## src/rtl/serial_frame_transmitter.sv

```systemverilog
`default_nettype none
// ============================================================================
// Module      : serial_frame_transmitter
// Description : One-entry buffered serialiser. Emits WIDTH data bits plus an
//               optional parity bit, with a companion bit clock and done strobe.
// Revision    : 1.0 - initial release
// ============================================================================
module serial_frame_transmitter #(
    parameter int WIDTH       = 8,
    parameter int HALF_PERIOD = 1,
    parameter int MSB_FIRST   = 0,
    parameter int PARITY      = 0
) (
    input  logic             clk,
    input  logic             rst_n,
    input  logic             send,
    input  logic [WIDTH-1:0] in_data,
    output logic             ready,
    output logic             transmission,
    output logic             transmission_clock,
    output logic             out_data,
    output logic             done
);

    localparam int c_FRAME_BITS = WIDTH + ((PARITY != 0) ? 1 : 0);
    localparam int c_BIT_CYCLES = 2 * HALF_PERIOD;
    localparam int c_CNT_W      = $clog2(c_FRAME_BITS + 1);
    localparam int c_DIV_W      = $clog2(c_BIT_CYCLES);

    localparam logic [c_CNT_W-1:0] c_LAST_BIT = c_CNT_W'(c_FRAME_BITS - 1);
    localparam logic [c_DIV_W-1:0] c_DIV_LAST = c_DIV_W'(c_BIT_CYCLES - 1);
    localparam logic [c_DIV_W-1:0] c_DIV_HIGH = c_DIV_W'(HALF_PERIOD);

    localparam logic [0:0] c_IDLE  = 1'b0;
    localparam logic [0:0] c_SHIFT = 1'b1;

    logic [0:0]              r_state;
    logic [WIDTH-1:0]        r_hold;
    logic                    r_hold_valid;
    logic [c_FRAME_BITS:0]   r_shift;
    logic [c_CNT_W-1:0]      r_bit_cnt;
    logic [c_DIV_W-1:0]      r_div_cnt;
    logic                    r_ready;
    logic                    r_tx;
    logic                    r_tclk;
    logic                    r_out;
    logic                    r_done;

    logic [WIDTH-1:0]        w_ordered;
    logic [c_FRAME_BITS:0]   w_frame;
    logic                    w_accept;
    logic                    w_period_end;
    logic                    w_frame_end;
    logic                    w_load;
    logic                    w_hold_valid_next;
    logic [c_DIV_W-1:0]      w_div_inc;

    // Frame image is arranged so bit 0 goes on the line first.
    for (genvar gi = 0; gi < WIDTH; gi++) begin : g_order
        if (MSB_FIRST != 0) begin : g_msb
            assign w_ordered[gi] = r_hold[WIDTH-1-gi];
        end else begin : g_lsb
            assign w_ordered[gi] = r_hold[gi];
        end
    end

    if (PARITY != 0) begin : g_par
        logic w_parity;
        assign w_parity = (PARITY == 1) ? ^r_hold : ~^r_hold;
        assign w_frame  = {1'b0, w_parity, w_ordered};
    end else begin : g_nopar
        assign w_frame = {1'b0, w_ordered};
    end

    assign w_accept     = send && r_ready;
    assign w_period_end = (r_state == c_SHIFT) && (r_div_cnt == c_DIV_LAST);
    assign w_frame_end  = w_period_end && (r_bit_cnt == c_LAST_BIT);
    assign w_load       = r_hold_valid && ((r_state == c_IDLE) || w_frame_end);
    assign w_div_inc    = r_div_cnt + 1'b1;

    // Accept and load are mutually exclusive: accept needs an empty holder.
    always_comb begin
        w_hold_valid_next = r_hold_valid;
        if (w_accept) begin
            w_hold_valid_next = 1'b1;
        end else if (w_load) begin
            w_hold_valid_next = 1'b0;
        end
    end

    always_ff @(posedge clk or negedge rst_n) begin
        if (!rst_n) begin
            r_state      <= c_IDLE;
            r_hold       <= '0;
            r_hold_valid <= 1'b0;
            r_ready      <= 1'b1;
            r_shift      <= '0;
            r_bit_cnt    <= '0;
            r_div_cnt    <= '0;
            r_tx         <= 1'b0;
            r_tclk       <= 1'b0;
            r_out        <= 1'b0;
            r_done       <= 1'b0;
        end else begin
            r_hold_valid <= w_hold_valid_next;
            r_ready      <= !w_hold_valid_next;
            if (w_accept) begin
                r_hold <= in_data;
            end

            if (w_load) begin
                r_state   <= c_SHIFT;
                r_out     <= w_frame[0];
                r_shift   <= w_frame >> 1;
                r_bit_cnt <= '0;
                r_div_cnt <= '0;
                r_tx      <= 1'b1;
                r_tclk    <= 1'b0;
                r_done    <= 1'b0;
            end else if (w_frame_end) begin
                r_state   <= c_IDLE;
                r_out     <= 1'b0;
                r_shift   <= '0;
                r_bit_cnt <= '0;
                r_div_cnt <= '0;
                r_tx      <= 1'b0;
                r_tclk    <= 1'b0;
                r_done    <= 1'b0;
            end else if (w_period_end) begin
                r_out     <= r_shift[0];
                r_shift   <= r_shift >> 1;
                r_bit_cnt <= r_bit_cnt + 1'b1;
                r_div_cnt <= '0;
                r_tclk    <= 1'b0;
                r_done    <= 1'b0;
            end else if (r_state == c_SHIFT) begin
                r_div_cnt <= w_div_inc;
                r_tclk    <= (w_div_inc >= c_DIV_HIGH);
                // Strobe lands on the final cycle of the final bit period.
                r_done    <= (w_div_inc == c_DIV_LAST) && (r_bit_cnt == c_LAST_BIT);
            end
        end
    end

    assign ready              = r_ready;
    assign transmission       = r_tx;
    assign transmission_clock = r_tclk;
    assign out_data           = r_out;
    assign done               = r_done;

endmodule
`default_nettype wire
```

## config.mk

```make
export PLATFORM = sky130hd
export DESIGN_NAME = serial_frame_transmitter
export DESIGN_NICKNAME = d
export VERILOG_FILES = /design/src/rtl/serial_frame_transmitter.sv
export SDC_FILE = /design/constraint.sdc
export NUM_CORES = 1
export LEC_CHECK = 0
export CAP_MARGIN = 20
export CORE_ASPECT_RATIO = 1.25
export CORE_MARGIN = 2
export CORE_UTILIZATION = 50
export CTS_CLUSTER_DIAMETER = 40
export DETAILED_ROUTE_END_ITERATION = 7
export DONT_BUFFER_PORTS = 1
export HOLD_SLACK_MARGIN = 0.02
export PLACE_DENSITY = 0.68
export SYNTH_ARGS = -nofsm -noshare
export SYNTH_HDL_FRONTEND = slang
export SYNTH_SLANG_ARGS = --single-unit
```

## constraint.sdc

```tcl
create_clock -name clk -period 1.45 [get_ports clk]
set_clock_uncertainty 0.15 [all_clocks]
set_input_delay 0.2175 -clock clk [delete_from_list [all_inputs] [get_ports clk]]
set_output_delay 0.2175 -clock clk [all_outputs]
set_load 0.01 [all_outputs]
```

==> results_dict.tcl <==
set metrics [dict create \
    hold_ws_ns 0.0000586 \
    area_growth_pct 30.0 \
    cp_top_family "flip-flops" \
    r2r_slack_ns -0.09 \
    final-setup-viol-count 9 \
    critPathMaxStageDelay_ns 0.44 \
    dr_wl_met2_um 1050 \
    path_max_fanout 8 \
    wl_met3_um 36 \
    io_pins 16 \
    placed_area_um2 1170 \
    power_leakage_uw 0.000626 \
    clock_latency_ns 0.31 \
    grt_max_degree 26 \
    synth-simple-area-share 0.147 \
    maxSlewHeadroom 0.634 \
    dp_hpwl_um 1370 \
    first_iter_violations 17 \
    core_region_area_um2 1980 \
    power_uw 2500 \
    drv_cap 0 \
    first_pass_iters 2 \
    yosysTopAreaCell "dfrtp_1" \
    cts_buffers 3 \
    clockRootBuffer "clkbuf_4" \
    dp.cells 111 \
    r2r.worst_path.cells 5 \
    ys_warn_count 0 \
    crit_path_end "r_shift[2]" \
    top_layer "met4" \
    die_area_um2 2500 \
    gr-total-overflow 0 \
    cts_buffer_depth 2 \
    drc 0 \
    synth-xor-area-share 0.00830 \
    ys.flop_type "dfrtp_1" \
    top_regs "r_hold (8), r_shift (7), r_bit_cnt (4)" \
    yosysSeqAreaShare 0.594 \
    reg2reg_to "r_shift[2]" \
    rsz0062_at_grt "yes" \
    fmax_mhz 649 \
    required_ns 1.51 \
    cts_tree "built" \
    ys_async_sr_fraction 1.00 \
    start_kind "flip-flop" \
    critPathKind "reg -> reg" \
    period_minus_slack_ns 1.54 \
    power_density_nw_per_um2 1820 \
    final_hold_viol_count 0 \
    synth_top_family_by_area "simple AND/OR/NAND/NOR gates" \
    regMostFlops "r_hold" \
    htreeDepth 1 \
    synth_top_area_frac 0.569 \
    ir_worst_vdd_mv 1.23 \
    port-buffer-count 0 \
    grt_pass1_wl_um 3450 \
    crit_cells 5 \
    ys_ff_latch 25 \
    wire_per_inst_um 15.7 \
    num_rows 18 \
    crit_arrival_ns 1.60 \
    final-instance-count-excl-fill 126 \
    postSynthCellCount 80 \
    via_count 724 \
    worst_pin_slew_ns 0.534 \
    startpoint "r_bit_cnt[1]" \
    synth-adder-area-share 0.0119 \
    die_width_um 45.1 \
    dp_slack_ns -0.114 \
    avgViaCountPerCell 5.75 \
    worstSetupEndpointType "flip-flop" \
    path_buf_inv 1 \
    synth_area_per_cell_um2 13.2 \
    synth_compound_area_frac 0.139 \
    synthesis.area_um2 1050 \
    largest_reg_flops 8 \
    r2r-start "r_bit_cnt[1]" \
    synth_edf_count 0 \
    synth.distinct_cells 26 \
    grt_usage 0.185 \
    die_y_um 55.4 \
    start_util 0.532 \
    hold_start "send" \
    violations "negative setup slack" \
    path_cells "ha_4 -> nand4b_1 -> buf_4 -> a21boi_4 -> a221o_1" \
    hold_path.class "in -> reg" \
    yosysMostFrequentCell "dfrtp_1" \
    drv_slew 0 \
    outcome "finished, violations left" \
    drt-met1-wl_um 870 \
    nNetsFinal 119 \
    fin_ws_ns -0.0919 \
    antenna_found_initial 0 \
    min_period_over_period 1.06 \
    syn_nets 92 \
    drtAntennaViolNets 0 \
    num_antenna_cells 0 \
    wl_um 1980 \
    grt_pass1_vias 768 \
    final_design_area_no_fill_um2 1370 \
    clock_sinks 25 \
    cts.clk_slew.worst_paths_ns 0.14 \
    synthTopCellsByCount "dfrtp_1, and2_1, mux2_2" \
    yosys-top-cells-area "dfrtp_1, mux2_2, a221o_1" \
    drive_above_1_share 0.340 \
    critical-path-slowest-cell "dfrtp_1" \
    gp_congestion 0.743 \
    synth_mux_area_frac 0.0949 \
]
[cells in the final DEF, fill, tap and decap left out, types with 2 or more instances in the layout]
cell type	netlist	layout
dlygate4sd3_1	0	9
o21ai_1	0	2
dfrtp_1	24	24
a21o_1	2	2
mux2_2	8	8
and2_1	9	8
a221o_1	7	7
buf_4	0	9
buf_6	0	4
a22o_1	2	2
nand2_1	5	4
nand3_1	3	3
clkbuf_4	0	3
[how the worst min path moves through the flow]
stage                         to  slack [ns]  depth (start not counted)
floorplan                   done       -0.23                          0
global route        r_bit_cnt[3]        0.03                          1
finish              r_hold_valid     0.00006                          2
detailed placement     r_div_cnt       -0.23                          0
global placement    r_bit_cnt[3]       -0.23                          0
CTS                 r_hold_valid        0.12                          2
[cell families after synthesis]
family	count (synthesis)
AOI/OAI and AO/OA	17
DFF	25
adders and majority gates	1
and+or+nand+nor	26
buffers and inverters	1
muxes	9
xor gates and xnor gates	1
[routing by layer]
metal	vias up	GRT usage
met5	-	0
met1	362	0.254
met3	2	0.0196
li1	350	-
met4	0	0.0882
met2	10	0.286
[through the flow]
stage,TNS [ns],utilization
after global routing,-1.52,0.692
after floorplan,0,-
after detailed placement,-0.784,0.588
final,-0.615,0.692
after global placement,-0.489,0.588
after CTS,-0.549,0.666
[what timing repair did]
action | in CTS | in global routing
endpoints found under the setup margin | 12 | 23
buffers inserted | 2 | 0
pin swaps | 6 | 9
hold endpoints to repair | 33 | 0
resized for setup | 7 | 7
hold buffers | 9 | 0
[layout make-up]
cell class              count  area [µm²]
clock buffers               3        22.5
clock inverters             1        7.51
fillers                   140         611
multi-input cells          54         462
flip-flops and latches     25         627
well taps                  20        25.0
repair buffers             23         228
[power breakdown]
group	switching [µW]	total, µW	leakage [µW]	internal (µW)
Sequential	229	1220	0.000307	996
Combinational	383	963	0.000305	580
Clock	209	315	0.0000139	105
No activity file was read; power rests on OpenSTA's default activity.
